==> src/rtl/gl_cmd_issue.sv <==
// gl_cmd_issue: fetches 32-bit GL command words from instruction memory and
// issues them one at a time to the command decoder, pacing issue with the
// decoder's stall so each command runs to completion before a NOP gap.
// Word format: [31:24] opcode, [23] operand-pointer flag, [22:0] immediate.
module gl_cmd_issue #(
    parameter int          IADDR_W      = 10,
    parameter logic [7:0]  NOP_OPCODE   = 8'hFF,
    parameter logic [7:0]  HALT_OPCODE  = 8'hFE,
    parameter logic [31:0] OPERAND_BASE = 32'h0,
    parameter int          GAP_CYCLES   = 1,
    parameter int          MAX_HOLD     = 32
) (
    input  logic               clk,
    input  logic               rst,
    input  logic               start,
    input  logic [IADDR_W-1:0] start_pc,
    output logic               imem_en,
    output logic [IADDR_W-1:0] imem_addr,
    input  logic [31:0]        imem_data,
    input  logic               stall,
    output logic [7:0]         opcode,
    output logic [22:0]        imm,
    // 1 = imm is an operand pointer, 0 = imm is a literal
    output logic               imm_type,
    output logic [31:0]        bram_addr_out,
    output logic               busy,
    output logic               done,
    output logic               timeout_err
);

    localparam int HOLD_W = (MAX_HOLD   < 2) ? 2 : $clog2(MAX_HOLD + 1);
    localparam int GAP_W  = (GAP_CYCLES < 2) ? 1 : $clog2(GAP_CYCLES + 1);

    typedef enum logic [2:0] {
        S_IDLE,
        S_FETCH,
        S_WAIT,
        S_ISSUE,
        S_HOLD,
        S_GAP,
        S_DONE
    } state_t;

    state_t              state_reg,      state_next;
    logic [IADDR_W-1:0]  pc_reg,         pc_next;
    logic [31:0]         word_reg,       word_next;
    logic [HOLD_W-1:0]   hold_cnt_reg,   hold_cnt_next;
    logic [GAP_W-1:0]    gap_cnt_reg,    gap_cnt_next;
    logic                seen_stall_reg, seen_stall_next;
    logic                busy_reg,       busy_next;
    logic                done_reg,       done_next;
    logic                timeout_reg,    timeout_next;

    logic                cmd_active;
    logic                hold_last;

    // In HOLD, the command ends on the first stall-low cycle after a stall,
    // or on the second drive cycle when the decoder never stalled.
    assign hold_last = !stall && (seen_stall_reg || (hold_cnt_reg == HOLD_W'(2)));

    // State and control registers; reset abandons any command in flight.
    always_ff @(posedge clk) begin
        if (rst) begin
            state_reg      <= S_IDLE;
            pc_reg         <= '0;
            word_reg       <= '0;
            hold_cnt_reg   <= '0;
            gap_cnt_reg    <= '0;
            seen_stall_reg <= 1'b0;
            busy_reg       <= 1'b0;
            done_reg       <= 1'b0;
            timeout_reg    <= 1'b0;
        end else begin
            state_reg      <= state_next;
            pc_reg         <= pc_next;
            word_reg       <= word_next;
            hold_cnt_reg   <= hold_cnt_next;
            gap_cnt_reg    <= gap_cnt_next;
            seen_stall_reg <= seen_stall_next;
            busy_reg       <= busy_next;
            done_reg       <= done_next;
            timeout_reg    <= timeout_next;
        end
    end

    // Next-state logic: fetch, wait for read data, issue, hold, gap, repeat.
    always_comb begin
        state_next      = state_reg;
        pc_next         = pc_reg;
        word_next       = word_reg;
        hold_cnt_next   = hold_cnt_reg;
        gap_cnt_next    = gap_cnt_reg;
        seen_stall_next = seen_stall_reg;
        busy_next       = busy_reg;
        done_next       = done_reg;
        timeout_next    = timeout_reg;

        case (state_reg)
            S_IDLE, S_DONE: begin
                if (start) begin
                    pc_next      = start_pc;
                    busy_next    = 1'b1;
                    done_next    = 1'b0;
                    timeout_next = 1'b0;
                    state_next   = S_FETCH;
                end
            end
            S_FETCH: begin
                state_next = S_WAIT;
            end
            S_WAIT: begin
                // Read data is valid now; HALT is consumed and never issued.
                word_next = imem_data;
                if (imem_data[31:24] == HALT_OPCODE) begin
                    busy_next  = 1'b0;
                    done_next  = 1'b1;
                    state_next = S_DONE;
                end else begin
                    state_next = S_ISSUE;
                end
            end
            S_ISSUE: begin
                hold_cnt_next   = HOLD_W'(2);
                seen_stall_next = 1'b0;
                gap_cnt_next    = '0;
                state_next      = S_HOLD;
            end
            S_HOLD: begin
                if (hold_last) begin
                    gap_cnt_next = '0;
                    state_next   = S_GAP;
                end else if (hold_cnt_reg >= HOLD_W'(MAX_HOLD)) begin
                    timeout_next = 1'b1;
                    gap_cnt_next = '0;
                    state_next   = S_GAP;
                end else begin
                    hold_cnt_next = hold_cnt_reg + HOLD_W'(1);
                    if (stall) begin
                        seen_stall_next = 1'b1;
                    end
                end
            end
            S_GAP: begin
                if (gap_cnt_reg >= GAP_W'(GAP_CYCLES - 1)) begin
                    pc_next    = pc_reg + IADDR_W'(1);
                    state_next = S_FETCH;
                end else begin
                    gap_cnt_next = gap_cnt_reg + GAP_W'(1);
                end
            end
            default: begin
                state_next = S_IDLE;
            end
        endcase
    end

    // Command fields are driven only while a command is being presented.
    assign cmd_active = (state_reg == S_ISSUE) || (state_reg == S_HOLD);

    assign opcode   = cmd_active ? word_reg[31:24] : NOP_OPCODE;
    assign imm_type = cmd_active & word_reg[23];

    generate
        for (genvar gi = 0; gi < 23; gi++) begin : g_imm
            assign imm[gi] = cmd_active & word_reg[gi];
        end
    endgenerate

    // Operand pointers are word offsets; convert to a byte address.
    assign bram_addr_out = (cmd_active && word_reg[23])
                         ? (OPERAND_BASE + {7'b0, word_reg[22:0], 2'b00})
                         : 32'h0;

    assign imem_en     = (state_reg == S_FETCH);
    assign imem_addr   = pc_reg;
    assign busy        = busy_reg;
    assign done        = done_reg;
    assign timeout_err = timeout_reg;

endmodule

==> config.mk <==
export PLATFORM = sky130hd
export DESIGN_NAME = gl_cmd_issue
export DESIGN_NICKNAME = d
export VERILOG_FILES = /design/src/rtl/gl_cmd_issue.sv
export SDC_FILE = /design/constraint.sdc
export NUM_CORES = 1
export LEC_CHECK = 0
export ABC_AREA = 1
export ABC_CLOCK_PERIOD_IN_PS = 1400
export BUFFER_PORTS_ARGS = -buffer_cell sky130_fd_sc_hd__buf_2
export CAP_MARGIN = 10
export CORE_MARGIN = 1.5
export CORE_UTILIZATION = 44
export DETAILED_ROUTE_END_ITERATION = 8
export PLACE_DENSITY = 0.75
export RECOVER_POWER = 25
export SETUP_SLACK_MARGIN = 0.5
export SYNTH_ARGS = -nofsm -noshare
export SYNTH_HDL_FRONTEND = slang
export SYNTH_SLANG_ARGS = --single-unit
==> constraint.sdc <==
create_clock -name clk -period 1.4 [get_ports clk]
set_input_delay 0.21 -clock clk [delete_from_list [all_inputs] [get_ports clk]]
set_output_delay 0.21 -clock clk [all_outputs]
set_load 0.02 [all_outputs]
# == Word level (Yosys, flattened, before mapping) ==
# Index checks and enable logic that the tools add are counted.
# word_totals
ff_bits,56
input_bits,46
output_inout_bits,78
wordCells,105
# classes
add_sub_neg,3
n_lt_le_gt_ge,2
n_eq_ne,17
muxes,31
bitwise,24
reduce_logical,19
# ops
op,n
$mux 25,1
$and 1x1->1,24
$mux 10,2
$pmux 10 s2,1
$pmux 3 s6,1
$ne 2x2->1 const B,8
$mux 3,5
$reduce_and 3->1,5
$mux 1,12
$mux 6,2
$pmux 6 s2,1
$add 10x1->10 const B,1
$eq 3x3->1 const B,3
$eq 8x8->1 const B,1
$mux 8,1
$pmux 1 s2,4
$reduce_and 4->1,2
$reduce_bool 2->1,4
$add 6x1->6 const B,1
$eq 3x2->1 const B,2
$eq 6x2->1 const B,1
$ge 6x6->1 const B,1
$eq 3x1->1 const B,1
$logic_not 3->1,1
other kinds (9),11

# == Depth between registers and ports, before layout ==
# Gate-level depths: netlist (run 1).
# depth
word_depth,5
ltp_mapped,9
ltp_nobuf,9

# == Worst setup path before layout (run 1) ==
# Ideal clock, no wire load.
# synth_path
path_kind,register -> output
start,register state_reg[1]
end,output port bram_addr_out[10]
arrival_ns,1.267
required_time_ns,1.190
path_slack_ns,-0.077
path_stages_with_launch,10
n_path_buf,1
cell_sequence,dfxtp_1 nand2_2 clkinv_2 nand2_4 nand2_8 inv_4 nor2_8 inv_4 buf_12 nor2_4
# synth_between
elab_chain_cells,4
elab_cells_between_ends,5
classes_between,eq/ne (2); mux (1); reduce/logical (2)
# synth_rtl
element,line,rtl
from (decl),44,"state_t state_reg, state_next;"
from (signal assigned),74,state_reg <= state_next;
$eq 3x2->1 or $eq 3x3->1 (tied branches),158,assign cmd_active = (state_reg == S_ISSUE) || (state_reg == S_HOLD);
$logic_or 1x1->1 (*),158,
$logic_and 1x1->1 (*),170,assign bram_addr_out = (cmd_active && word_reg[23])
$mux 25 (*),171,"? (OPERAND_BASE + {7'b0, word_reg[22:0], 2'b00})"
to (decl),25,"output logic [31:0] bram_addr_out,"
# Mark *: on every way between the ends. The rest lies on a longest branch, timed or not.

# == Worst setup path after layout (run 1) ==
# layout_path
start,register state_reg[0]
end,output port bram_addr_out[12]
# The elaborated chain is that of the path after synthesis.

==> summary by stage, run 1 <==
Run status
The flow ran to the end, but the final reports show violations. The checks that failed: setup timing.

Clock network
TritonCTS created 5 clock buffers. The later pin in the worst-skew pair is clocked with a latency of 330 ps. The root cell of the clock tree is clkbuf_8. The H-tree depth is 2. In this run, post-CTS hold repair placed 0 buffers. The register clock-pin slew on the reported worst setup and hold paths is 130 ps. TritonCTS built the clock tree. The tree built by TritonCTS fans out to 55 sinks.

In this run the deepest clock path goes through 2 buffers.

Floorplan
The die is 87.1 um tall. The total die area is 7590 um2. Pin placement for this block handled 124 I/O pins. The number of rows in the core area is 30. The total area inside the core boundary comes to 6830 um2. The effective utilization at floorplan is 0.456. The horizontal extent of the die is 87.1 um.

Worst setup path
The startpoint identified for the worst register-to-register timing path is state_reg[0]. At the worst endpoint, the required time is 1190 ps. Traced cell by cell, the critical path runs through nand2_4 -> clkinv_4 -> nand2_8 -> nand2_8 -> inv_8 -> nor2_8 -> inv_8 -> buf_12 -> nor2_4 -> buf_6. The classification of the worst setup path is flip-flop to output pin. Data on the critical path arrives at its endpoint at 1600 ps. The worst setup path is captured at an output pin. Of all nets on the critical path, the largest fanout is 8. In this run the register-to-register setup slack is -130 ps. For this design, the slowest cell found on the critical path is dfxtp_4. The endpoint of the worst-slack reg-to-reg timing path is state_reg[2]. The critical path launch point is state_reg[0].

For this run, the slowest stage of the critical path takes 400 ps. STA classifies the critical path startpoint as a flip-flop. The number of cells on the worst reg-to-reg path is 11. The endpoint of the worst setup timing path is bram_addr_out[12].

Synth
The cell count after synthesis came out at 437. The count of different cell masters after synthesis is 34. The summed instance area of the synthesized netlist is 3110 um2. Among all flip-flop cells after synthesis, the most frequent one is dfxtp_1.

The proportion of netlist area held by the largest area contributor is 0.354. The fraction of synthesis flops using an asynchronous set or reset pin is 0. Yosys mapped a number of flops with a built-in enable equal to 0. By area the synthesized netlist is led by dfxtp_1 (35%), nand2_1 (7.6%), a21oi_1 (7.4%), nor2_4 (7.2%), inv_1 (6.9%). The count of state elements after synthesis is 55. The warning count from the yosys run is 0. Dividing the synthesized area by the synthesized cell count gives 7.12 um2. The top cell type by total area after synthesis is dfxtp_1. Of the synthesized area, sequential elements account for 0.354.

Timing
The final critical-path share of the clock period is 1.29. The tightest hold path in the finished design has a slack of 135 ps. The highest attainable clock frequency is 0.553 GHz. The number of setup violations in the final report is 106. Setup repair after global routing could not meet its margin everywhere.

The number of hold violations in the final report is 0. The setup clock skew after layout is 27.1 ps. The time the worst path needs with I/O delays and setup is 1810 ps. The final-report max-slew violation count came to 0.

Adding up every negative setup slack in the final design gives -21,370 ps. The worst path setup slack after routing is -409 ps.

Detailed routing
The number of optimization iterations in the first detailed-route pass is 4. The mean routed wirelength per cell is 17.4 um. For this block, the via count after detailed routing is 3,581.

In this run the remaining antenna-violating nets after routing total 0. In the routed design, unresolved DRC markers number 0. The post-detailed-routing wire length is 12,000 um. The via density per instance is 5.17. The detailed router's first-iteration violation count is 147.

Finish
Measured on the finished design, the core utilization comes to 0.785. The area growth from synthesis to layout is 72.2%. The library cells used most frequently in the layout, excluding fill and tap cells, are buf_2 (66), nand2_1 (55), inv_1 (54). The final instance area is 5360 um2. 0 antenna diodes ended up in the layout. Fill cells in the final layout number 418. The most common cell after layout, fill and taps aside is buf_2. Across the whole layout, storage elements account for 1150 um2. The multi-input combinational cell area is 2110 um2. The layout cell share with drive strength beyond 1 is 0.553.

The register with the most flip-flops in the layout has 32 of them. The final layout contains 646 nets.

Place
The half-perimeter wire length after detailed placement is 5890 um. The cell area after placement is 4070 um2. Routability-driven placement finished with a final weighted congestion of 0.838. OpenSTA, run right after detailed placement, puts the worst setup slack at -46.7 ps. During placement, the flow inserted port buffers numbering 114.

Hold path
The worst min-delay path category is input port to flip-flop. Along the worst hold path, the cell count comes to 3.

Global route
The first global-routing pass estimated 15,900 um of wire. The initial antenna violation count is 0. For this run, the total global-route usage over all layers was measured as 0.266. The number of global-route vias before repair was 3,359. The largest net degree at the start of global routing is 25. For this run the aggregate overflow at the end of global routing stands at 0.

Pwr
The total power divided by cell area is 1810 nW/um2. The maximum VDD drop is 897 uV. For this design the static power due to leakage is 2.27 nW.

Job
Across the run, the number of max-cap violations was 0.
==> metrics by stage <==
step	cells	power (mW)
5_1_grt	693	10.1
6_report	693	9.68
3_5_place_dp	655	6.36
2_1_floorplan	445	5.13
3_3_place_gp	655	6.23
4_1_cts	684	8.97
==> metal layers <==
layer / up-vias / GRT usage / routed length, um
met3: 44 / 0.0550 / 861
met4: 0 / 0.0794 / 444
met5: - / 0 / 0
li1: 1693 / - / -
met1: 1685 / 0.307 / 4500
met2: 159 / 0.493 / 6230
==> cell type report <==
type                            count  share of cell area
Clock buffer                        5              0.0128
Timing Repair Buffer              169               0.297
Multi-Input combinational cell    296               0.393
Tap cell                           96              0.0224
Clock inverter                      3             0.00467
Inverter                           68              0.0551
Sequential cell                    55               0.214
Timing Repair inverter              1             0.00117
==> how the worst min path moves through the flow <==
stage | startpoint | end | slack [ps]
detailed placement | timeout_err | timeout_err | 440
finish | imem_data[6] | word_reg[6] | 140
CTS | imem_data[24] | word_reg[24] | 140
global route | imem_data[13] | word_reg[13] | 130
floorplan | imem_data[24] | word_reg[24] | 360
global placement | word_reg[25] | word_reg[25] | 440
==> worst max-delay path, delay by kind of cell, from the launching register on <==
family / cells / cell delay (ps)
buffers and inverters: 5 / 470
flip-flops: 1 / 400
AND/OR/NAND/NOR: 5 / 420
==> Yosys cell counts, types with 3 or more instances <==
library cell  number
nor3_1             3
nor2_1            53
nand3_1           24
buf_2             10
nand2_1           63
nand4_1            4
a21oi_2            3
inv_2              6
o21ai_1           14
nor2_4            20
ha_1               4
inv_1             57
o21ai_0           32
a21oi_1           46
clkbuf_1           4
buf_4             10
nand2_2            6
dfxtp_1           55
==> power by group <==
part / total [mW] / internal (mW) / leakage (nW) / switching (mW)
Combinational: 6.18 / 2.71 / 1.77 / 3.47
Clock: 0.963 / 0.360 / 0.0443 / 0.602
Sequential: 2.54 / 2.13 / 0.458 / 0.404
==> kinds of logic (layout without fill, tap and decap cells) <==
logic type | Yosys count | count (layout) | share of synthesized area
simple gates | 182 | 182 | 0.315
compound gates | 99 | 99 | 0.166
buf+inv | 94 | 246 | 0.142
flops | 55 | 55 | 0.354
fa+ha+maj | 4 | 4 | 0.0161
xor+xnor | 2 | 2 | 0.00563
other cells | 1 | 9 | 0.00120
==> repair_timing <==
action                                  in CTS  in global routing
setup buffers                               15                  6
endpoints found under the setup margin     124                124
gates cloned                                 6                  3
resized for setup                          217                 36
pin swaps                                   29                 16
endpoints found under the hold margin        0                  0
No activity file was read; power rests on OpenSTA's default activity.
==> run 2: changes to the inputs <==
- ABC_AREA: 1 -> default
- CORE_UTILIZATION: 44 -> 43
==> run 2 against run 1 <==
Against the previous run: the run still ends with setup timing left; sequential cell count stayed put; register-to-register slack got worse by 290 ps; count of clock-buffer cells in the layout did not move; setup slack got worse by 240 ps; final area grew 1.5%; via count rose by 2.6%; die area is 3.2% lower; area after synthesis is 5.5% lower; critical path type unchanged.
==> summary by stage, run 2 <==
Hold path
For hold timing, the worst endpoint is word_reg[17]. The hold-critical path depth is 3 (unchanged). The path class of the tightest hold or removal check is input port to flip-flop. The launch instance of the worst min-delay path is imem_data[17].

Clock network
The insertion delay of the later-clocked pin in the worst-skew pair is 320 ps (about the same). The deepest clock path buffer count is 2 (unchanged). The number of clock sinks is 55 (unchanged). The register clock-pin slew on the reported worst setup and hold paths is 120 ps (about the same). The clock tree from TritonCTS is done. The root cell of the clock tree is clkbuf_8. The cts-stage hold buffer count is 0 (unchanged). The clock buffer count from CTS is 5 (unchanged). The H-tree depth is 2 (unchanged).

Place
The half-perimeter wire length after detailed placement is 6110 um (+3.7%). The cell area after placement is 4130 um2 (+1.6%). The post-placement worst setup slack is -282 ps (-235 ps). The count of input and output buffers is 114 (unchanged). The final weighted congestion in routability-driven placement is 0.792 (-5.5%).

The placed cell count is 587 (-10%).

Worst setup path
The largest fanout on the critical path is 6 (-2). The delay of the slowest cell on the worst path is 390 ps (about the same). The worst setup path is captured at an output pin.

The arrival time at the worst endpoint came to 1840 ps (+240 ps). Broken down by cell family, the worst path's largest delay share belongs to simple AND/OR/NAND/NOR gates. The number of cells on the worst reg-to-reg path was 7 (-4). The startpoint identified for the worst register-to-register timing path is state_reg[1]. The internal reg-to-reg setup slack came to -420 ps (-290 ps). The required time reported for the critical path endpoint came to 1190 ps (about the same). Traced cell by cell, the critical path runs through and2b_1 -> and2b_1 -> nand2b_4 -> clkbuf_16 -> and3_4 -> buf_6. The element type at the critical path start is a flip-flop. The buffer and inverter count on the worst path is 2 (-3). The worst register-to-register path ends at hold_cnt_reg[2]. The most numerous cell on the critical path is and2b_1. The slowest stage of the critical path belongs to the cell dfxtp_4. The classification of the worst setup path is flip-flop to output pin.

Global route
The number of global-route vias before repair was 3,204 (-4.6%). The global routing stage identified its most utilized layer as met2. The global-route wire length before repair came to 15,100 um (-5.1%). The met1 layer usage reported by global route came to 0.294 (-0.0131).

The met3 layer usage reported by global route is 0.0423 (-0.0126). The total congestion overflow was 0 (unchanged). The global router's overall resource usage is 0.253 (-0.0135).

The initial antenna violation count came to 0 (unchanged). The met2 usage in global routing is 0.463 (-0.0295). The largest net degree at the start of global routing is 36 (+44%).

Floorplan
The number of rows in the core area is 29 (-3.3%). The die boundary height was 85.7 um (-1.6%). The effective utilization at floorplan is 0.453 (-0.00278).

The number of top-level design ports is 124 (unchanged). The total die area is 7350 um2 (-3.2%). The area of the core is 6490 um2 (-4.9%). The horizontal extent of the die was 85.7 um (-1.6%).

Detailed routing
The number of optimization iterations in the first detailed-route pass is 5 (+1). The detailed router's first-iteration violation count came to 280 (+90%). The number of DRC violations after detailed routing came to 0 (unchanged).

The post-detailed-routing wire length is 12,400 um (+2.8%). The count of vias placed by the detailed router is 3,675 (+2.6%). The via density per instance is 5.82 (+13%). The residual antenna-violating net count after detailed routing is 0 (unchanged). The mean routed wirelength per cell was 19.6 um (+13%).

Timing
The number of hold violations in the final report is 0 (unchanged). The setup clock skew after layout came to 7.93 ps (-19.1 ps). The final-report max-slew violation count is 0 (unchanged). The highest attainable clock frequency is 0.488 GHz (-12%). Setup repair after global routing could not meet its margin everywhere. The time the worst path needs with I/O delays and setup is 2050 ps (+240 ps). The worst path setup slack after routing is -649 ps (-240 ps). The final critical-path share of the clock period is 1.46 (+0.171). The number of setup violations in the final report is 105 (-0.94%).

Run status
The final reports fail on setup timing. The flow ran to the end, but the final reports show violations.

Synth
The number of synthesized flops with an enable pin is 0 (unchanged). The cell count after synthesis is 384 (-12%). Counting instances in the post-synthesis netlist gives the leading cell types as nand2_1 (81), dfxtp_1 (55), a21oi_1 (46), and2_1 (25), and3_1 (24). The flip-flop cell with the highest count after synthesis is dfxtp_1.

The sequential fraction of the synthesis area is 0.374 (+0.0206). The top cell type by total area after synthesis is dfxtp_1. The most frequently used cell type in the post-synthesis netlist is nand2_1.

The proportion of netlist area held by the largest area contributor is 0.374 (+0.0206). The fraction of synthesis flops using an asynchronous set or reset pin is 0 (unchanged). The warning count from the yosys run is 0 (unchanged). Sorting the synthesized cells by area gives the leading types as dfxtp_1 (37%), nand2_1 (10%), a21oi_1 (7.8%), and2_1 (5.3%), and3_1 (5.1%). The summed instance area of the synthesized netlist is 2940 um2 (-5.5%). The post-synthesis area per instance was 7.66 um2 (+7.5%). The count of different cell masters after synthesis is 53 (+56%). The count of state elements after synthesis is 55 (unchanged).

Finish
The antenna diode instance count came to 0 (unchanged). The net count of the finished layout was 603 (-6.7%). The multi-input combinational cell area is 2210 um2 (+4.6%). The number of flip-flops in the largest register is 32 (unchanged). The sequential cell area in the final layout is 1150 um2 (+0.55%). The layout cell share with drive strength beyond 1 was 0.621 (+0.0682).

The final instance count without filler cells is 631 (-8.9%). The final instance area is 5440 um2 (+1.5%). In the layout the commonest cells are buf_6 (82), nand2_1 (68), buf_4 (48). The area growth from synthesis to layout is 84.9%. The most common cell after layout, fill and taps aside is buf_6. The number of filler cells placed in the layout came to 305 (-27%).

Pwr
The static leakage is 2.24 nW (-1.2%). The maximum VDD drop is 882 uV (-1.7%). The total power divided by cell area is 1430 nW/um2 (-21%).

Job
The reported max-cap violation count is 0 (unchanged).
==> run 2: cell types whose count changed in the layout (fill, tap and decap cells not counted), sizes merged, moves of 12 or more <==
cell,before,now
buf,167,191
and3,0,24
inv,66,7
o21ai,48,4
and2,0,25
nor2,75,12
nand3,27,15
==> run 2: worst max-delay path by stage <==
stage / start / to / slack (ps) / cells after the start
global placement: hold_cnt_reg[0] / hold_cnt_reg[1] / -230 / 7
finish: state_reg[1] / bram_addr_out[17] / -650 / 6
floorplan: state_reg[2] / bram_addr_out[10] / -200 / 7
global route: state_reg[1] / bram_addr_out[17] / -680 / 6
detailed placement: hold_cnt_reg[0] / hold_cnt_reg[1] / -280 / 7
CTS: state_reg[1] / bram_addr_out[2] / -510 / 6
==> run 2: power breakdown <==
group          switching [mW]  total [mW]  internal, mW  leakage [nW]
Sequential              0.368        2.30          1.93         0.458
Clock                   0.600       0.972         0.373        0.0467
Combinational            2.17        4.50          2.33          1.74
Total                    3.14        7.78          4.63          2.24
==> run 2: tightest hold or removal path, cell delays in order <==
cell and delay [ps]:
buf_2 100, nand2_1 40, a21oi_1 50
==> run 2: metrics by stage <==
| stage | TNS (ps) | hold WS (ps) | power, mW | utilization |
|---|---|---|---|---|
| after CTS | -30970 | 114 | 6.84 | 0.751 |
| after global routing | -45530 | 115 | 8.07 | 0.838 |
| after global placement | -10580 | 437 | 4.94 | 0.636 |
| after floorplan | -10280 | 346 | 4.08 | - |
| final | -41260 | 107 | 7.78 | 0.838 |
| after detailed placement | -13450 | 443 | 5.05 | 0.636 |
==> run 2: kinds of logic (layout without fill, tap and decap cells) <==
group | after synthesis | after routing | synth area share
AOI/OAI and AO/OA | 78 | 78 | 0.164
other | 1 | 9 | 0.00127
xor gates and xnor gates | 2 | 2 | 0.00596
DFF | 55 | 55 | 0.374
adders and majority gates | 4 | 4 | 0.0170
buffers and inverters | 45 | 207 | 0.0787
and+or+nand+nor | 199 | 199 | 0.359
==> run 2: layout make-up <==
class                      count  area share
tap                           77      0.0177
multi-input combinational    292       0.406
clock buffer                   5      0.0126
inverter                       5     0.00345
clock inverter                 3     0.00506
timing repair buffer         194       0.344
sequential                    55       0.212
==> run 2: per-layer routing <==
layer,vias to the layer above,share of wire
met5,-,0
met4,0,0.032
met3,46,0.066
met2,206,0.53
met1,1768,0.37
li1,1655,-
==> run 2: timing repair <==
item	in CTS	in global routing
setup endpoints to repair	124	124
endpoints found under the hold margin	0	0
pin swaps	24	25
gates cloned	2	3
setup buffers	19	12
gates resized for setup	136	112
